===== src/rtl/ifu_pkg.sv =====
// Shared types and constants for the instruction-fetch front stage.
// Optional build macro IFU_PERF_COUNT_EN (used in ifu_fetch_stage) adds
// 64-bit performance counters; the types here are identical either way.
package ifu_pkg;

   // Address/instruction width; the stage only supports 32.
   localparam int IFU_XLEN = 32;

   // PC loaded on reset unless the top is given a different RESET_PC.
   localparam logic [31:0] RESET_PC_DEFAULT = 32'h3000_0000;

   // One-hot fetch FSM encoding.
   typedef enum logic [1:0] {
      ST_RUN  = 2'b01,  // lookup address may change every cycle
      ST_MISS = 2'b10   // cache refilling, lookup address frozen
   } fetch_state_t;

   // One fetched instruction as handed to decode.
   typedef struct packed {
      logic [31:0] pc;
      logic [31:0] inst;
   } fetch_beat_t;

   // Instruction addresses are word aligned; low two bits are dropped.
   function automatic logic [31:0] align_pc(input logic [31:0] addr);
      return {addr[31:2], 2'b00};
   endfunction

endpackage


===== src/rtl/ifu_out_reg.sv =====
// Single-entry valid/ready output register between fetch and decode.
// Handshake: a beat moves when out_valid & out_ready are both high on a
// rising clock edge; while out_valid is high and the beat has not moved,
// out_pc/out_inst hold steady. flush drops a held beat unconditionally.
module ifu_out_reg
   import ifu_pkg::*;
(
   input  logic        clock,
   input  logic        reset,
   input  logic        flush,
   input  logic        load,
   input  logic [31:0] in_pc,
   input  logic [31:0] in_inst,
   input  logic        out_ready,
   output logic        out_valid,
   output logic [31:0] out_pc,
   output logic [31:0] out_inst,
   output logic        slot_free
);

   fetch_beat_t beat_q;
   logic        valid_q;

   // Hold one beat; flush beats load, load beats drain.
   always_ff @(posedge clock) begin
      if (reset) begin
         valid_q <= 1'b0;
         beat_q  <= '0;
      end else if (flush) begin
         valid_q <= 1'b0;
      end else if (load) begin
         valid_q     <= 1'b1;
         beat_q.pc   <= in_pc;
         beat_q.inst <= in_inst;
      end else if (valid_q && out_ready) begin
         valid_q <= 1'b0;
      end
   end

   assign out_valid = valid_q;
   assign out_pc    = beat_q.pc;
   assign out_inst  = beat_q.inst;
   // The slot can take a new beat when empty or when the held one leaves now.
   assign slot_free = ~valid_q | out_ready;

endmodule


===== src/rtl/ifu_fetch_stage.sv =====
// Instruction-fetch front stage: owns the PC, drives the I-cache lookup
// address, turns cache hits into {pc, inst} beats for decode, and handles
// redirects and fence.i. The lookup address is frozen while the cache
// refills because the cache indexes its refill writes by the live address.
// Optional build macro IFU_PERF_COUNT_EN adds perf_fetch_cnt,
// perf_miss_cyc_cnt and perf_stall_cyc_cnt (64 bits each).
module ifu_fetch_stage
   import ifu_pkg::*;
#(
   parameter logic [31:0] RESET_PC = RESET_PC_DEFAULT,
   parameter int          XLEN     = IFU_XLEN
)(
   input  logic            clock,
   input  logic            reset,
   output logic [XLEN-1:0] icache_addr,
   input  logic            icache_hit,
   input  logic [XLEN-1:0] icache_inst,
   output logic            icache_fencei,
   input  logic            redirect_valid,
   input  logic [XLEN-1:0] redirect_pc,
   input  logic            fencei_req,
   output logic            out_valid,
   input  logic            out_ready,
   output logic [XLEN-1:0] out_pc,
   output logic [XLEN-1:0] out_inst,
   output logic [1:0]      dbg_state
`ifdef IFU_PERF_COUNT_EN
   ,
   output logic [63:0]     perf_fetch_cnt,
   output logic [63:0]     perf_miss_cyc_cnt,
   output logic [63:0]     perf_stall_cyc_cnt
`endif
);

   fetch_state_t    state_q, state_d;
   logic [XLEN-1:0] pc_q, pc_d;
   logic [XLEN-1:0] pend_pc_q, pend_pc_d;
   logic            pend_valid_q, pend_valid_d;
   logic            fencei_q;
   logic            issue;
   logic            slot_free;

   // Fetch FSM, PC and pending-redirect registers.
   always_ff @(posedge clock) begin
      if (reset) begin
         state_q      <= ST_RUN;
         pc_q         <= RESET_PC;
         pend_pc_q    <= '0;
         pend_valid_q <= 1'b0;
      end else begin
         state_q      <= state_d;
         pc_q         <= pc_d;
         pend_pc_q    <= pend_pc_d;
         pend_valid_q <= pend_valid_d;
      end
   end

   // Registered fence.i: a one-cycle invalidate pulse the cycle after retire.
   always_ff @(posedge clock) begin
      if (reset) fencei_q <= 1'b0;
      else       fencei_q <= fencei_req;
   end

   // Next-state, next-PC and issue decision.
   always_comb begin
      state_d      = state_q;
      pc_d         = pc_q;
      pend_pc_d    = pend_pc_q;
      pend_valid_d = pend_valid_q;
      issue        = 1'b0;
      case (state_q)
         ST_RUN: begin
            if (redirect_valid) begin
               pc_d = align_pc(redirect_pc);
            end else if (fencei_q) begin
               // Hit is stale while the cache invalidates; wait a cycle.
               pc_d = pc_q;
            end else if (!icache_hit) begin
               state_d = ST_MISS;
            end else if (slot_free) begin
               issue = 1'b1;
               pc_d  = pc_q + 32'd4;
            end
         end
         ST_MISS: begin
            if (icache_hit) begin
               // The returning instruction is never issued from here; a
               // fresh lookup in ST_RUN delivers it (or the redirect target).
               state_d      = ST_RUN;
               pend_valid_d = 1'b0;
               if (redirect_valid)    pc_d = align_pc(redirect_pc);
               else if (pend_valid_q) pc_d = pend_pc_q;
            end else if (redirect_valid) begin
               pend_pc_d    = align_pc(redirect_pc);
               pend_valid_d = 1'b1;
            end
         end
         default: begin
            state_d = ST_RUN;
         end
      endcase
   end

   ifu_out_reg u_out_reg (
      .clock     (clock),
      .reset     (reset),
      .flush     (redirect_valid),
      .load      (issue),
      .in_pc     (pc_q),
      .in_inst   (icache_inst),
      .out_ready (out_ready),
      .out_valid (out_valid),
      .out_pc    (out_pc),
      .out_inst  (out_inst),
      .slot_free (slot_free)
   );

   assign icache_addr   = pc_q;
   assign icache_fencei = fencei_q;
   assign dbg_state     = state_q;

`ifdef IFU_PERF_COUNT_EN
   logic [63:0] fetch_cnt_q, miss_cnt_q, stall_cnt_q;

   // Beat, refill-cycle and back-pressure-cycle counters.
   always_ff @(posedge clock) begin
      if (reset) begin
         fetch_cnt_q <= '0;
         miss_cnt_q  <= '0;
         stall_cnt_q <= '0;
      end else begin
         if (out_valid && out_ready)  fetch_cnt_q <= fetch_cnt_q + 64'd1;
         if (state_q == ST_MISS)      miss_cnt_q  <= miss_cnt_q + 64'd1;
         if ((state_q == ST_RUN) && out_valid && !out_ready)
            stall_cnt_q <= stall_cnt_q + 64'd1;
      end
   end

   assign perf_fetch_cnt     = fetch_cnt_q;
   assign perf_miss_cyc_cnt  = miss_cnt_q;
   assign perf_stall_cyc_cnt = stall_cnt_q;
`endif

endmodule

===== config.mk =====
export PLATFORM = sky130hd
export DESIGN_NAME = ifu_fetch_stage
export DESIGN_NICKNAME = d
export VERILOG_FILES = /design/src/rtl/ifu_pkg.sv /design/src/rtl/ifu_out_reg.sv /design/src/rtl/ifu_fetch_stage.sv
export SDC_FILE = /design/constraint.sdc
export NUM_CORES = 1
export LEC_CHECK = 0
export CORE_MARGIN = 8
export CORE_UTILIZATION = 51
export CTS_CLUSTER_SIZE = 40
export DETAILED_ROUTE_END_ITERATION = 10
export GPL_ROUTABILITY_DRIVEN = 0
export GPL_TIMING_DRIVEN = 1
export PLACE_DENSITY_LB_ADDON = 0.08
export SLEW_MARGIN = 20
export SYNTH_ARGS = -nofsm -noshare
export SYNTH_HDL_FRONTEND = slang
export SYNTH_SLANG_ARGS = --single-unit

===== constraint.sdc =====
create_clock -name clock -period 5.5 [get_ports clock]
set_clock_uncertainty 0.05 [all_clocks]
set_input_delay 1.375 -clock clock [delete_from_list [all_inputs] [get_ports clock]]
set_output_delay 1.375 -clock clock [all_outputs]
set_load 0.005 [all_outputs]

==> qor.csv <==
stage;metric;value;unit
outcome;status;complete, no violations;
clock_network;cts.reportedPaths.clkPinSlew;60;ps
die;start_util;52.4;%
layout;nFillCells;921;
global_routing;grt_max_degree;88;
sta;hold_ws;402;ps
setup_path;critical_path.endpoint;icache_addr[19]$_SDFFE_PP0P_;
die;fp.dieW;122;µm
routing;post-route-drc-count;0;
sta;rsz0062_at_grt;false;
synthesis;synth_top_cell_by_area;dfxtp_1;
sta;post-route-period-util;59.1;%
die;die_area;0.0148;mm²
sta;post-route-min-period;3250;ps
clock_network;cts_buffers;17;
synthesis;synthFlopType;dfxtp_1;
routing;ant_nets;0;
synthesis;synth_edf_count;0;
clock_network;ctsHoldBuffers;0;
sta;worstMarginPinSlew;1090;ps
setup_path;r2r_setup_slack;2770;ps
place;portBuffers;163;
synthesis;ys_seq_elements;127;
run;cap_violations;0;
place;hpwlAfterDp;11.9;mm
die;die_h;122;µm
layout;layout_commonest_cell;nand2_1;
sta;fmaxAchievable;308;MHz
global_routing;grt.total_usage;23.4;%
synthesis;yosysUniqueCellTypes;61;
setup_path;crit_required;5810;ps
layout;diodes;0;
clock_network;clock_latency;520;ps
setup_path;timing.rr.end;icache_addr[31]$_SDFFE_PP0P_;
synthesis;seq_area_frac_synth;44.6;%
synthesis;netlist.area_leader.share;44.6;%
routing;wl_per_cell;17.1;µm
setup_path;worst-path-max-fanout;25;
layout;final_cell_mix;213 x nand2_1, 161 x clkdlybuf4s50_1, 132 x a21oi_1;
setup_path;critical_path_class;in -> reg;
global_routing;grt-ovfl-total;0;
routing;drt_iter0_drc;546;
setup_path;setup.worst_path.end_class;register;
synthesis;synth_cells;758;
setup_path;startpoint;icache_hit;
sta;setup_viol;0;
layout;finalNetCount;957;
layout;multi_input_comb_area;0.00286;mm²
layout;drive_gt1_share;6.01;%
global_routing;antenna_found_initial;0;
sta;slew_headroom;27.3;%
clock_network;root_buffer;clkbuf_8;
clock_network;htree_levels;4;
synthesis;async_flop_share;0;%
power;power_density;305;mW/mm²
die;rows;38;
clock_network;cts_setup_buffers;0;
clock_network;cts_resized;0;
die;core_area;0.0109;mm²
layout;regArea;0.00254;mm²
power;cellLeakagePower;2.73;nW
setup_path;r2r-start;icache_addr[6]$_SDFFE_PP0P_;
sta;final.setup.tns;0;ps
setup_path;start_kind;input port;
setup_path;ff2ff_path_depth;5;
routing;drt-total-wl;17.7;mm
synthesis;syn_area;0.00570;mm²
power;vdd.ir_drop.worst;200;µV
synthesis;yosysWarnings;0;
clock_network;cts_tree;yes;
routing;vias;5893;
synthesis;ys_top_cells_by_area;dfxtp_1 45%, nand2_1 14%, a21oi_1 12%, clkbuf_1 2.6%, nor2_1 2.3%;
global_routing;grt_pass1_wl;27.9;mm
global_routing;grt_pass1_vias;5592;
routing;viasPerCell;5.67;
worst_hold_path;hold_class;reg -> reg;
clock_network;clkSinkCount;127;
routing;dr.pass1.iters;5;
setup_path;crit_arrival;3560;ps
synthesis;post_synth.cell_area_avg;7.52;µm²
die;io_pins;170;
clock_network;cts.path.max_buffers;2;
sta;hold_viol_final;0;
sta;report.final.slew_viol_count;0;
layout;area.growth.synth_to_final;38.2;%
## cell type report
type	count	share of cell area, %
Multi-Input combinational cell	560	36.2
Inverter	8	0.381
Clock inverter	5	0.952
Tap cell	140	2.22
Timing Repair Buffer	172	21.5
Sequential cell	127	32.3
Clock buffer	27	6.49
## state kept, by name, summed over array words and instances, names as in the netlist
signal,cells
icache_addr,30
u_out_reg.out_valid,1
icache_fencei,1
pend_valid_q,1
u_out_reg.out_pc,30
dbg_state,2
u_out_reg.out_inst,32
pend_pc_q,30
## critical path, cell delays in order
cell and delay (ps):
clkdlybuf4s50_1 650, nor2b_1 170, mux2i_1 100, or3_1 750
a221oi_1 420, nor4_1 90
## cells in the mapped netlist (8+ instances only)
library cell  count
nand2_1         213
a21oi_1         132
dfxtp_1         127
clkbuf_1         40
nor2_1           35
o21ai_0          24
nor3_1           21
a211oi_1         16
buf_2            15
nand3_1          12
nand2b_1         10
nand4_1          10
inv_1             8
## metrics by stage
stage | instances | power, W | area [µm²] | worst slack [ps] | util [%]
finish | 1039 | 0.00240 | 7880 | 2250 | 72.4
global route | 1039 | 0.00249 | 7880 | 2130 | 72.4
CTS | 1039 | 0.00241 | 7880 | 2310 | 72.4
global placement | 1007 | 0.00131 | 7300 | 1850 | 67.0
detailed placement | 1007 | 0.00132 | 7300 | 1780 | 67.0
floorplan | 761 | 0.00116 | 5710 | 2730 | -
## per-layer routing
metal / vias up / GRT usage, % / part of all wire [%]
met5: - / 0 / 0
met4: 0 / 9.56 / 1.9
met3: 27 / 6.66 / 9.3
met2: 300 / 37.4 / 48
met1: 2715 / 29.0 / 41
li1: 2851 / - / -
## where the power goes
part           total (W)  internal (W)  switching (W)  leakage (nW)
clock            0.00110      0.000716       0.000386         0.292
combinational   0.000292      0.000155       0.000137          1.40
sequential       0.00101      0.000958      0.0000523          1.03
total            0.00240       0.00183       0.000576          2.73
## logic make-up (layout without fill, tap and decap cells)
logic type	Yosys count	count (layout)	synth area share (%)
buffers and inverters	74	212	5.81
xor gates and xnor gates	4	4	0.614
other	1	4	0.0658
and+or+nand+nor	342	342	27.4
muxes	4	4	0.702
adders and majority gates	1	1	0.219
AOI/OAI and AO/OA	205	205	20.6
DFF	127	127	44.6
## how the worst min path moves through the flow
stage                                              startpoint                             endpoint  slack, ps  cells after the start
after floorplan                    pend_pc_q[31]$_SDFFE_PP0P_           pend_pc_q[31]$_SDFFE_PP0P_        380                      2
after global placement             pend_pc_q[31]$_SDFFE_PP0P_           pend_pc_q[31]$_SDFFE_PP0P_        390                      2
after detailed placement  u_out_reg.out_inst[23]$_SDFFE_PP0P_  u_out_reg.out_inst[23]$_SDFFE_PP0P_        400                      2
after CTS                   u_out_reg.out_pc[12]$_SDFFE_PP0P_    u_out_reg.out_pc[12]$_SDFFE_PP0P_        400                      2
after global routing                pend_pc_q[5]$_SDFFE_PP0P_            pend_pc_q[5]$_SDFFE_PP0P_        420                      2
final                     u_out_reg.out_inst[16]$_SDFFE_PP0P_  u_out_reg.out_inst[16]$_SDFFE_PP0P_        400                      2
Note: power is estimated with default switching activity, not from simulation.
